File: config.mk
export PLATFORM = sky130hd
export DESIGN_NAME = bcd_convert_seq_flat
export DESIGN_NICKNAME = d
export VERILOG_FILES = /design/src/rtl/bcd_convert_seq_if.sv /design/src/rtl/bcd_convert_seq.sv /design/src/flat_wrapper.sv
export SDC_FILE = /design/constraint.sdc
export NUM_CORES = 1
export LEC_CHECK = 0
export CAP_MARGIN = 30
export CORE_MARGIN = 10
export CORE_UTILIZATION = 52
export DETAILED_ROUTE_END_ITERATION = 10
export PLACE_DENSITY = 0.85
export SLEW_MARGIN = 20
export SYNTH_ARGS = -nofsm -noshare
export SYNTH_HDL_FRONTEND = slang
export SYNTH_SLANG_ARGS = --single-unit
File: constraint.sdc
create_clock -name clk -period 3.1 [get_ports clk]
set_input_delay 0.31 -clock clk [delete_from_list [all_inputs] [get_ports clk]]
set_output_delay 0.31 -clock clk [all_outputs]
set_load 0.05 [all_outputs]
File: src/rtl/bcd_convert_seq_if.sv
// Divider handshake bundle between bcd_convert_seq (master) and divide10 (slave).
interface bcd_convert_seq_if;
  logic        div_start;
  logic [13:0] div_dividend;
  logic [9:0]  div_quotient;
  logic [13:0] div_remainder;
  logic        div_done;

  modport master (
    output div_start,
    output div_dividend,
    input  div_quotient,
    input  div_remainder,
    input  div_done
  );

  modport slave (
    input  div_start,
    input  div_dividend,
    output div_quotient,
    output div_remainder,
    output div_done
  );
endinterface

File: src/rtl/bcd_convert_seq.sv
// bcd_convert_seq: converts a 14-bit binary value into four BCD digits by
// running the shared divide10 unit repeatedly (LSD first).
// Optional feature macro: BCD_BLANK_LEADING_EN -- leading zero digits above the
// most significant nonzero digit are shown as 4'hF (blank); units never blanked.
module bcd_convert_seq #(
  parameter int unsigned TIMEOUT = 64
) (
  input  logic                     clk,
  input  logic                     rst_n,
  input  logic                     in_valid,
  input  logic [13:0]              in_value,
  output logic                     in_ready,
  bcd_convert_seq_if.master        div,
  output logic [15:0]              bcd,
  output logic                     out_valid,
  output logic                     ovf,
  output logic                     err
);

  localparam int unsigned TW = $clog2(TIMEOUT + 1);

  typedef enum logic [1:0] {
    S_IDLE,
    S_DIV,
    S_GAP,
    S_OUT
  } state_e;

  state_e            state_q, state_d;
  logic [13:0]       dividend_q, dividend_d;
  logic [1:0]        idx_q, idx_d;
  logic [3:0][3:0]   digits_q, digits_d;
  logic [TW-1:0]     tmo_q, tmo_d;
  logic [15:0]       bcd_q, bcd_d;
  logic              ovf_q, ovf_d;
  logic              err_q, err_d;

  logic [3:0][3:0]   merged;
  logic [3:0][3:0]   result;
  logic              unused_rem;

  // Upper remainder bits are never meaningful for a divide-by-10.
  assign unused_rem = ^div.div_remainder[13:4];

  // Scratch digits with the current remainder inserted and higher digits zero-filled.
  always_comb begin
    merged = digits_q;
    merged[idx_q] = div.div_remainder[3:0];
    for (int unsigned i = 0; i < 4; i++) begin
      if (2'(i) > idx_q) merged[2'(i)] = '0;
    end
  end

  // Final display formatting of the assembled digits.
  always_comb begin
    result = merged;
`ifdef BCD_BLANK_LEADING_EN
    begin
      logic lead;
      lead = 1'b1;
      for (int unsigned i = 0; i < 3; i++) begin
        if (lead && (merged[2'(3 - i)] == 4'h0)) begin
          result[2'(3 - i)] = 4'hF;
        end else begin
          lead = 1'b0;
        end
      end
    end
`endif
  end

  // Next-state and datapath updates for the conversion sequencer.
  always_comb begin
    state_d    = state_q;
    dividend_d = dividend_q;
    idx_d      = idx_q;
    digits_d   = digits_q;
    tmo_d      = tmo_q;
    bcd_d      = bcd_q;
    ovf_d      = ovf_q;
    err_d      = err_q;
    case (state_q)
      S_IDLE: begin
        if (in_valid) begin
          if (in_value > 14'd9999) begin
            bcd_d   = 16'h9999;
            ovf_d   = 1'b1;
            err_d   = 1'b0;
            state_d = S_OUT;
          end else begin
            dividend_d = in_value;
            idx_d      = '0;
            digits_d   = '0;
            tmo_d      = '0;
            state_d    = S_DIV;
          end
        end
      end
      S_DIV: begin
        if (div.div_done) begin
          digits_d = merged;
          if ((idx_q == 2'd3) || (div.div_quotient == 10'd0)) begin
            bcd_d   = result;
            ovf_d   = 1'b0;
            err_d   = 1'b0;
            state_d = S_OUT;
          end else begin
            idx_d      = idx_q + 2'd1;
            dividend_d = {4'b0, div.div_quotient};
            state_d    = S_GAP;
          end
        end else if (tmo_q == TW'(TIMEOUT - 1)) begin
          err_d   = 1'b1;
          ovf_d   = 1'b0;
          state_d = S_OUT;
        end else begin
          tmo_d = tmo_q + 1'b1;
        end
      end
      S_GAP: begin
        tmo_d   = '0;
        state_d = S_DIV;
      end
      S_OUT: begin
        state_d = S_IDLE;
      end
      default: state_d = S_IDLE;
    endcase
  end

  // State and datapath registers with synchronous active-low reset.
  always_ff @(posedge clk) begin
    if (!rst_n) begin
      state_q    <= S_IDLE;
      dividend_q <= '0;
      idx_q      <= '0;
      digits_q   <= '0;
      tmo_q      <= '0;
      bcd_q      <= '0;
      ovf_q      <= 1'b0;
      err_q      <= 1'b0;
    end else begin
      state_q    <= state_d;
      dividend_q <= dividend_d;
      idx_q      <= idx_d;
      digits_q   <= digits_d;
      tmo_q      <= tmo_d;
      bcd_q      <= bcd_d;
      ovf_q      <= ovf_d;
      err_q      <= err_d;
    end
  end

  assign in_ready         = (state_q == S_IDLE);
  assign out_valid        = (state_q == S_OUT);
  assign div.div_start    = (state_q == S_DIV);
  assign div.div_dividend = dividend_q;
  assign bcd              = bcd_q;
  assign ovf              = ovf_q;
  assign err              = err_q;

endmodule

File: src/flat_wrapper.sv
// flat-port wrapper written by rule: the top's interface ports become plain ports
module bcd_convert_seq_flat 
#(
  parameter int unsigned TIMEOUT = 64
)
  (clk, rst_n, in_valid, in_value, in_ready, bcd, out_valid, ovf, err, div_div_start, div_div_dividend, div_div_quotient, div_div_remainder, div_div_done);
  bcd_convert_seq_if div_i ();
  input  logic clk;
  input  logic rst_n;
  input  logic in_valid;
  input  logic [13:0] in_value;
  output logic in_ready;
  output logic [15:0] bcd;
  output logic out_valid;
  output logic ovf;
  output logic err;
  output wire logic [$bits(div_i.div_start)-1:0] div_div_start;
  output wire logic [$bits(div_i.div_dividend)-1:0] div_div_dividend;
  input wire logic [$bits(div_i.div_quotient)-1:0] div_div_quotient;
  input wire logic [$bits(div_i.div_remainder)-1:0] div_div_remainder;
  input wire logic [$bits(div_i.div_done)-1:0] div_div_done;
  assign div_div_start = div_i.div_start;
  assign div_div_dividend = div_i.div_dividend;
  assign div_i.div_quotient = div_div_quotient;
  assign div_i.div_remainder = div_div_remainder;
  assign div_i.div_done = div_div_done;
  bcd_convert_seq #(.TIMEOUT(TIMEOUT)) u_core (.clk(clk), .rst_n(rst_n), .in_valid(in_valid), .in_value(in_value), .in_ready(in_ready), .div(div_i), .bcd(bcd), .out_valid(out_valid), .ovf(ovf), .err(err));
endmodule
; Yosys cells after proc, flatten, opt, wreduce, memory -nomap -nowiden
; Cells that the tools add are included.
; Widths: inputs -> output; s select.
[word_totals]
inputBits = 42
word_cells = 95
output_inout_bits = 35
regBits = 59
[classes]
magnitude_cmp = 7
reduce_logical = 12
eq_ne = 15
n_addsub = 2
mux = 48
[op_table]
columns = operator, count
row1 = $mux 16, 7
row2 = $pmux 16 s2, 2
row3 = $mux 14, 4
row4 = $mux 7, 4
row5 = $pmux 14 s2, 1
row6 = $pmux 7 s3, 1
row7 = $mux 4, 5
row8 = $reduce_and 5->1, 4
row9 = $bwmux 16, 1
row10 = $mux 2, 8
row11 = $gt 14x14->1 const B, 1
row12 = $logic_not 10->1, 1
row13 = $mux 1, 10
row14 = $ne 2x2->1 const B, 5
row15 = $demux 4 s2, 1
row16 = $pmux 2 s4, 1
row17 = $add 7x1->7 const B, 1
row18 = $eq 7x6->1 const B, 1
row19 = $eq 2x2->1 const B, 3
row20 = $ne 2x1->1 const B, 3
row21 = $gt 1x2->1 const A, 2
row22 = $gt 2x2->1 const A, 2
row23 = $pmux 1 s2, 2
row24 = $pmux 2 s2, 1
row25 = 13 further kinds, 13

; Longest topological paths before layout
; Gate-level depths: netlist of the first run.
[depth]
depth_word = 9
ltp_mapped = 7
depth_no_buf = 6

; Least setup slack after synthesis of the first run
; No wires, ideal clock.
[synth_timing]
kind = input to register
start = in div_div_quotient[5]
end = reg u_core.bcd_q[1] (netlist: u_core.bcd[1])
required_time_ns = 3.028
slack_ns = 1.265
path_stages = 5
arrival_time_ns = 1.763
path_buffers = 1
setup_ns = 0.072
path_cell_list = or4_4 -> o31a_1 -> nor3_4 -> buf_6 -> mux2i_1
[synth_via]
elab_chain_cells = 4
[synth_rtl]
columns = item, line_no
row1 = start: declaration, flat_wrapper.sv:19  ; input wire logic [$bits(div_i.div_quotient)-1:0] div_div_quotient;
row2 = $logic_not 10->1, bcd_convert_seq.sv:102  ; if ((idx_q == 2'd3) || (div.div_quotient == 10'd0)) begin
row3 = $logic_or 1x1->1, bcd_convert_seq.sv:102
row4 = $ne 2x1->1 (no line), --
row5 = $reduce_and 5->1 (no line), --
row6 = end signal: assignment, bcd_convert_seq.sv:139  ; bcd_q <= '0;
row7 = end signal: assignment, bcd_convert_seq.sv:148  ; bcd_q <= bcd_d;
row8 = end: declaration, bcd_convert_seq.sv:34  ; logic [15:0] bcd_q, bcd_d;
; No other way between the ends.
; A chain may end at the register's enable or synchronous reset.

; Final worst setup path of the first run
[layout_timing]
start = reg u_core.state_q[1]
end = out out_valid
[layout_via]
elab_chain_cells = 1
[layout_rtl]
columns = item, line_no
row1 = start: declaration, bcd_convert_seq.sv:29  ; state_e state_q, state_d;
row2 = start signal: assignment, bcd_convert_seq.sv:143  ; state_q <= state_d;
row3 = $eq 2x2->1, bcd_convert_seq.sv:155  ; assign out_valid = (state_q == S_OUT);
row4 = end: declaration, flat_wrapper.sv:14  ; output logic out_valid;
; No other way between the ends.

==> results of run 1 <==
per-layer routing:
metal	global-route usage (%)	part of all wire [%]	vias up
met1	21.85	42	1305
met3	3.437	5.4	13
met2	31.34	51	93
met4	7.342	1.6	0
met5	0	0	-
li1	-	-	1325
final cells by class:
class | instances | area (um2) | share of cell area, %
Multi-Input combinational cell | 243 | 1604 | 43.93
Tap cell | 70 | 87.58 | 2.399
Sequential cell | 55 | 1101 | 30.16
Inverter | 8 | 30.03 | 0.8225
Timing Repair Buffer | 76 | 728.2 | 19.95
Clock buffer | 8 | 100.1 | 2.742
cells in the mapped netlist, types with 3 or more instances:
master / instances / share of area, %
o221a_1: 4 / 1.6
mux2_2: 13 / 5.2
and2_1: 3 / 0.66
dfxtp_1: 55 / 39
nand3_1: 11 / 1.9
mux2i_1: 25 / 8.8
nor3_1: 5 / 0.88
clkbuf_1: 18 / 2.4
o31ai_1: 3 / 0.79
o221a_2: 4 / 1.6
o21ai_0: 23 / 4.1
or4_1: 4 / 1.1
nor2_1: 12 / 1.6
ha_1: 5 / 2.2
or3_1: 5 / 1.1
o211ai_1: 6 / 1.6
nand4_1: 7 / 1.5
a21oi_1: 18 / 3.2
nor4_1: 3 / 0.66
o21a_1: 3 / 0.79
inv_1: 6 / 0.79
a31oi_1: 3 / 0.66
nand2_1: 55 / 7.3
worst min path at each step:
| stage | start | endpoint | slack (ns) | depth (start not counted) |
|---|---|---|---|---|
| after global routing | u_core.tmo_q[6] | u_core.tmo_q[6] | 0.49 | 2 |
| final | u_core.tmo_q[6] | u_core.tmo_q[6] | 0.46 | 2 |
| after CTS | u_core.bcd[1] | u_core.bcd[1] | 0.47 | 2 |
| after floorplan | u_core.tmo_q[6] | u_core.tmo_q[6] | 0.41 | 2 |
| after detailed placement | u_core.div.div_dividend[8] | u_core.div.div_dividend[8] | 0.45 | 2 |
| after global placement | u_core.tmo_q[6] | u_core.tmo_q[6] | 0.41 | 2 |
report_power, final:
| part | internal (mW) | switching (mW) |
|---|---|---|
| sequential | 0.743 | 0.0254 |
| combinational | 0.179 | 0.281 |
| clock | 0.204 | 0.225 |
state kept, by name (all words and copies together) (netlist names):
signal and cells:
u_core.ovf 1, u_core.tmo_q 7, u_core.state_q 2, u_core.idx_q 2
u_core.div.div_dividend 14, u_core.digits_q 12, u_core.err 1, u_core.bcd 16
kinds of logic (layout without fill, tap and decap cells):
logic type | count (synthesis) | in the layout | share of synthesized area (%)
buf+inv | 31 | 92 | 4.673
fa+ha+maj | 5 | 5 | 2.205
flops | 55 | 55 | 38.80
mux | 38 | 38 | 13.98
simple gates | 116 | 116 | 20.06
compound gates | 84 | 84 | 20.28
worst min-delay path, delay by kind of cell, from the launching register on:
family,cells,cell delay (ns)
and+or+nand+nor,1,0.06
DFF,1,0.32
AOI/OAI and AO/OA,1,0.04
==> impl_metrics.json, run 1 <==
{
  "outcome": "finished, final reports clean",
  "die_h_um": 93.87,
  "die_w_um": 93.87,
  "r2r-start": "u_core.state_q[1]",
  "critPathSlowestCell": "clkdlybuf4s50_1",
  "holdBufCountCts": 0,
  "vias_per_cell": 5.948,
  "hold_ws_ns": 0.4583,
  "drv_slew": 0,
  "tns_ns": 0,
  "setup_violations": 0,
  "r2r_slack_ns": 0.95,
  "clockBufferDepth": 2,
  "cts-buffers-inserted": 5,
  "synthesis.area_mm2": 0.002838,
  "worst_ep_required_time_ns": 2.79,
  "synth_fp_nets": 376,
  "worst-path-stages": 3,
  "clkTransAtPathRegs_ns": 0.09,
  "final_cells": 460,
  "path_cells": "clkinv_1 > nor2_1 > clkdlybuf4s50_1",
  "synth_cell_types": 52,
  "drt-initial-drc-count": 196,
  "cap_violations": 0,
  "layout_min_cycle_time_ns": 2.594,
  "cts_num_sinks": 55,
  "grt_pass1_vias": 2681,
  "synth_flop_cell": "dfxtp_1",
  "skew_ns": 0.006974,
  "rsz0062_at_grt": "false",
  "start_util_pct": 54.52,
  "wl_mm": 8.016,
  "firstDrtPassIters": 7,
  "postCtsSetupRepairBufs": 0,
  "placed_area_mm2": 0.003551,
  "yosys_warnings": 0,
  "max_slew.worst_pin.slew_ns": 0.5959,
  "powerDensity_mw_per_mm2": 454.1,
  "async_reset_ff_share_pct": 0,
  "synth_edf_count": 0,
  "wl_per_cell_um": 17.43,
  "ioPinCount": 77,
  "layout_commonest_cell": "clkdlybuf4s50_1",
  "rows": 26,
  "startpoint": "u_core.state_q[1]",
  "relSlewSlack_pct": 59.85,
  "insertion_delay_ns": 0.31,
  "coreArea_mm2": 0.005205,
  "leakagePower_nw": 1.343,
  "layout_setup_ws_ns": 0.5062,
  "critical_path.max_stage_delay_ns": 0.81,
  "hold_viol_final": 0,
  "path_buf_inv": 2,
  "grtUsageTotal_pct": 18.28,
  "area_growth_pct": 28.66,
  "cts_root_buf": "clkbuf_8",
  "seq_area_frac_synth_pct": 38.80,
  "power_mw": 1.658,
  "crit_fanout": 14,
  "irDropWorstVdd_mv": 0.3454,
  "die_area_mm2": 0.008812,
  "endpoint": "out_valid",
  "ys_seq_elements": 55,
  "cp.arrival_ns": 2.28,
  "cts_tree": "done",
  "vias": 2736,
  "nets": 436,
  "holdCritPathClass": "flip-flop to flip-flop",
  "fmax_mhz": 385.5,
  "fin_crit_sh_pct": 83.67,
  "htreeDepth": 2,
  "dp_hpwl_mm": 5.840,
  "antenna_cells": 0,
  "drt.antenna.violating_nets": 0,
  "drc": 0,
  "rr_endpoint": "u_core.div.div_dividend[0]",
  "synthCells": 329,
  "layout_common_cells": "clkdlybuf4s50_1 (64), nand2_1 (55), dfxtp_1 (55)",
  "critPathLaunchType": "flip-flop",
  "post-place-cells": 452,
  "ctsResizeCount": 0,
  "final_cell_area_mm2": 0.003651,
  "drive_above_1_share_pct": 10.77,
  "io_buffer_count": 66,
  "worst_setup_path_end_kind": "output pin",
  "pre_cts_ws_ns": 0.5273,
  "r2r_cells": 5,
  "cp_top_family": "buffers and inverters",
  "grt_overflow_total": 0,
  "avgSynthCellArea_um2": 8.625,
  "grt_max_degree": 58,
  "place_congestion": 0.8798,
  "fillCellCount": 427,
  "grt_antenna_before_repair": 0,
  "path_class": "flip-flop to output pin",
  "grt_pass1_wl_mm": 13.21,
  "fin_util_pct": 70.14
}
(Power assumes the default switching activity.)
==> run 2, diff against run 1 <==
- CORE_UTILIZATION: 52 -> 43
- PLACE_DENSITY: 0.85 -> 0.75
- clock period: 3.1 -> 2.1 ns (I/O delays scaled with it)
==> run 2 against run 1 <==
Compared with the run above:
- hold slack got worse by 0.10 ns
- largest cell class unchanged
- sequential cell count is the same
- clock skew is 0.0012 ns higher
- sequential power rose by 47%
- via count is 0.40% higher
- cell count is 5.9% higher
- largest power group unchanged
- non-clock buffer count up 20
- combinational power increased by 60%
- clock power grew 40%
- die area grew 16%
- highest routed layer unchanged
- core utilization down 10 points
==> impl_metrics.json, run 2 (synthesized netlist as in run 1, its figures left out) <==
{
  "postCtsSetupRepairBufs": 0,
  "final_cells": 487,
  "cts_root_buf": "clkbuf_8",
  "setup_violations": 0,
  "ioPinCount": 77,
  "cap_violations": 0,
  "cp_top_family": "simple AND/OR/NAND/NOR gates",
  "drive_above_1_share_pct": 15.61,
  "wl_mm": 8.190,
  "worst_ep_required_time_ns": 2.36,
  "nets": 456,
  "holdCritPathClass": "primary input to flip-flop",
  "worst_setup_path_end_kind": "flip-flop",
  "powerDensity_mw_per_mm2": 642.7,
  "coreArea_mm2": 0.006386,
  "largest_register_ffs": 16,
  "area_growth_pct": 35.45,
  "layout_commonest_cell": "clkdlybuf4s50_1",
  "holdBufCountCts": 0,
  "cts-buffers-inserted": 5,
  "fmax_mhz": 521.6,
  "rows": 29,
  "placed_area_mm2": 0.003755,
  "post-place-cells": 479,
  "die_h_um": 101.2,
  "start_util_pct": 44.44,
  "grt_pass1_wl_mm": 13.17,
  "layout_min_cycle_time_ns": 1.917,
  "wl_per_cell_um": 16.82,
  "grtUsageTotal_pct": 15.63,
  "grt_overflow_total": 0,
  "place_congestion": 0.8959,
  "firstDrtPassIters": 5,
  "io_buffer_count": 66,
  "fillCellCount": 561,
  "drt.antenna.violating_nets": 0,
  "cts_num_sinks": 55,
  "clockBufferDepth": 2,
  "layout_common_cells": "clkdlybuf4s50_1 (62), nand2_1 (55), dfxtp_1 (55)",
  "grt_max_degree": 58,
  "seq_area_mm2": 0.001101,
  "multiInputGateArea_mm2": 0.001604,
  "vias": 2747,
  "path_class": "primary input to flip-flop",
  "hold_viol_final": 0,
  "outcome": "finished, final reports clean",
  "rsz0062_at_grt": "false",
  "critPathLaunchType": "primary input",
  "drv_slew": 0,
  "drc": 0,
  "leakagePower_nw": 1.450,
  "htreeDepth": 2,
  "relSlewSlack_pct": 62.84,
  "vias_per_cell": 5.641,
  "antenna_cells": 0,
  "power_mw": 2.470,
  "die_w_um": 101.2,
  "irDropWorstVdd_mv": 0.5316,
  "insertion_delay_ns": 0.32,
  "critPathSlowestCell": "or4_1",
  "path_buf_inv": 2,
  "ctsResizeCount": 0,
  "final_cell_area_mm2": 0.003844,
  "drt-initial-drc-count": 111,
  "clkTransAtPathRegs_ns": 0.10,
  "critical_path.max_stage_delay_ns": 0.56,
  "grt_antenna_before_repair": 0,
  "max_slew.worst_pin.slew_ns": 0.5550,
  "grt_pass1_vias": 2678,
  "dp_hpwl_mm": 6.193,
  "die_area_mm2": 0.01025,
  "tns_ns": 0,
  "cp.arrival_ns": 2.18,
  "skew_ns": 0.008192,
  "crit_fanout": 14,
  "fin_crit_sh_pct": 91.29,
  "cts_tree": "done",
  "path_cells": "clkdlybuf4s50_1 > or4_1 > o31a_1 > nor3_4 > buf_12 > mux2i_1"
}
-- run 2: changes by cell type in the layout (fill, tap and decap cells not counted), sizes merged --
cell / before / now
buf: 12 / 34
clkbuf: 8 / 6
clkdlybuf4s50: 64 / 62
clkinvlp: 0 / 1
inv: 6 / 7
-- run 2: worst reg2reg max path, stage by stage, from the launching register on --
cell     delay, ns
dfxtp_1       0.36
ha_1          0.32
nor3b_1       0.29
o31a_1        0.26
nor3_4        0.08
buf_12        0.15
o221a_2       0.27
-- run 2: layout make-up --
class                      instances  area share, %
inverter                           8         0.7812
timing repair buffer              96          24.02
sequential                        55          28.65
multi-input combinational        243          41.73
tap                               77          2.507
clock buffer                       6          1.888
clock inverter                     2         0.4232
-- run 2: report_power, final --
group	switching (mW)	leakage (nW)	total, mW	internal [mW]
registers	0.0346	0.448	1.13	1.10
clock network	0.360	0.0418	0.600	0.240
logic	0.429	0.960	0.739	0.311
-- run 2: final timing paths --
kind                        from              end  slack (ns)  depth (start not counted)
min                        rst_n  u_core.tmo_q[5]        0.35                          5
min reg2reg      u_core.tmo_q[6]  u_core.tmo_q[6]        0.43                          2
max reg2reg      u_core.idx_q[0]    u_core.bcd[3]        0.27                          6
max          div_div_quotient[9]    u_core.bcd[1]        0.18                          6
-- run 2: routing by layer --
layer	vias to the layer above	track usage [%]	wire length [um]
met5	-	0	0
met4	0	3.108	57
met3	9	4.084	505
met2	75	26.46	4092
met1	1291	19.52	3535
li1	1372	-	-
-- run 2: stage by stage --
stage / worst slack, ns / hold WS (ns) / utilization, %
floorplan: 0.3193 / 0.3605 / -
global placement: -0.05938 / 0.4136 / 58.80
detailed placement: -0.1178 / 0.4194 / 58.80
CTS: 0.2047 / 0.3467 / 60.19
global route: 0.09679 / 0.3863 / 60.19
finish: 0.1829 / 0.3538 / 60.19
==> run 3, diff against run 2 <==
- MAX_ROUTING_LAYER: not set -> met4
==> run 3 against run 2 <==
Compared with the run above:
- clock skew increased by 0.0011 ns
- largest power group unchanged
- via count is 0.18% lower
- clock-buffer cell count stayed put
- critical path type unchanged
==> impl_metrics.json, run 3 (synthesized netlist as in run 1, its figures left out) <==
{
  "place_congestion": 0.9110,
  "post-place-cells": 479,
  "ioPinCount": 77,
  "hold_ws_ns": 0.3534,
  "postCtsSetupRepairBufs": 0,
  "worst_ep_required_time_ns": 2.36,
  "multiInputGateArea_mm2": 0.001604,
  "layout_common_cells": "clkdlybuf4s50_1 (62), nand2_1 (55), dfxtp_1 (55)",
  "vias": 2742,
  "grtUsageTotal_pct": 16.13,
  "power_mw": 2.471,
  "skew_ns": 0.009333,
  "drive_above_1_share_pct": 15.61,
  "rows": 29,
  "drc": 0,
  "cts_num_sinks": 55,
  "cts_root_buf": "clkbuf_8",
  "largest_register_ffs": 16,
  "area_growth_pct": 35.45,
  "firstDrtPassIters": 4,
  "die_area_mm2": 0.01025,
  "gr-usage-met1_pct": 19.96,
  "rsz0062_at_grt": "false",
  "grt_pass1_wl_mm": 13.19,
  "wl_mm": 8.177,
  "relSlewSlack_pct": 63.45,
  "ctsResizeCount": 0,
  "leakagePower_nw": 1.450,
  "critical_path.max_stage_delay_ns": 0.56,
  "clkTransAtPathRegs_ns": 0.10,
  "critPathLaunchType": "primary input",
  "fin_crit_sh_pct": 90.55,
  "cts_tree": "done",
  "tns_ns": 0,
  "clockBufferDepth": 2,
  "top_usage_layer": "met2",
  "crit_fanout": 14,
  "holdCritPathClass": "primary input to flip-flop",
  "start_util_pct": 44.44,
  "wl_per_cell_um": 16.79,
  "grt_pass1_vias": 2675,
  "die_w_um": 101.2,
  "htreeDepth": 2,
  "dp_hpwl_mm": 6.193,
  "setup_violations": 0,
  "nets": 456,
  "outcome": "finished, final reports clean",
  "final_cells": 487,
  "powerDensity_mw_per_mm2": 642.8,
  "fillCellCount": 561,
  "critPathSlowestCell": "or4_1",
  "cp_top_family": "simple AND/OR/NAND/NOR gates",
  "path_buf_inv": 2,
  "antenna_cells": 0,
  "path_cells": "clkdlybuf4s50_1 > or4_1 > o31a_1 > nor3_4 > buf_12 > mux2i_1",
  "holdBufCountCts": 0,
  "irDropWorstVdd_mv": 0.5312,
  "worst_setup_path_end_kind": "flip-flop",
  "drv_slew": 0,
  "cts-buffers-inserted": 5,
  "insertion_delay_ns": 0.32,
  "drt-initial-drc-count": 155,
  "cap_violations": 0,
  "seq_area_mm2": 0.001101,
  "coreArea_mm2": 0.006386,
  "vias_per_cell": 5.630,
  "fmax_mhz": 525.9,
  "hold_viol_final": 0,
  "met3_usage_pct": 3.472,
  "cp.arrival_ns": 2.16,
  "grtUsageMet2_pct": 26.46,
  "die_h_um": 101.2,
  "layout_min_cycle_time_ns": 1.902,
  "grt_max_degree": 58,
  "grt_overflow_total": 0,
  "grt_antenna_before_repair": 0,
  "path_class": "primary input to flip-flop",
  "max_slew.worst_pin.slew_ns": 0.5459,
  "io_buffer_count": 66,
  "drt.antenna.violating_nets": 0,
  "layout_commonest_cell": "clkdlybuf4s50_1"
}
==> run 3: cell counts in the layout (fill, tap and decap cells not counted) <==
No cell type changed its count.
==> run 3: final cells by class <==
type                            count  area share (%)
Multi-Input combinational cell    243           41.73
Sequential cell                    55           28.65
Timing Repair Buffer               96           24.02
Tap cell                           77           2.507
Clock buffer                        6           1.888
Inverter                            8          0.7812
Clock inverter                      2          0.4232
==> run 3: report_power, final <==
part	switching, mW	leakage [nW]	internal, mW
Clock	0.360	0.0418	0.240
Sequential	0.0350	0.448	1.10
Combinational	0.428	0.960	0.311
Total	0.823	1.45	1.65
==> run 3: routing by layer <==
metal  wire [um]  share of wire, %
met4          42              0.51
met2        4092                50
met1        3628                44
met3         414               5.1
met5           0                 0
==> run 3: worst min-delay path: cells and delay by family <==
family	cells	cell delay (ns)
simple gates	3	0.26
buf+inv	2	0.14
==> run 3: through the flow <==
step / utilization (%) / worst slack (ns) / cell area (um2)
global placement: 58.80 / -0.05938 / 3755
detailed placement: 58.80 / -0.1178 / 3755
CTS: 60.19 / 0.2047 / 3844
floorplan: - / 0.3193 / 2838
finish: 60.19 / 0.1984 / 3844
global route: 60.19 / 0.09679 / 3844
==> run 3: worst paths after layout <==
path	cells past startpoint	to	from	slack (ns)
worst min-delay path	5	u_core.tmo_q[5]	rst_n	0.35
worst max-delay path	6	u_core.bcd[1]	div_div_quotient[9]	0.20
worst max register to register	6	u_core.bcd[3]	u_core.idx_q[0]	0.27
worst min register to register	2	u_core.tmo_q[6]	u_core.tmo_q[6]	0.43
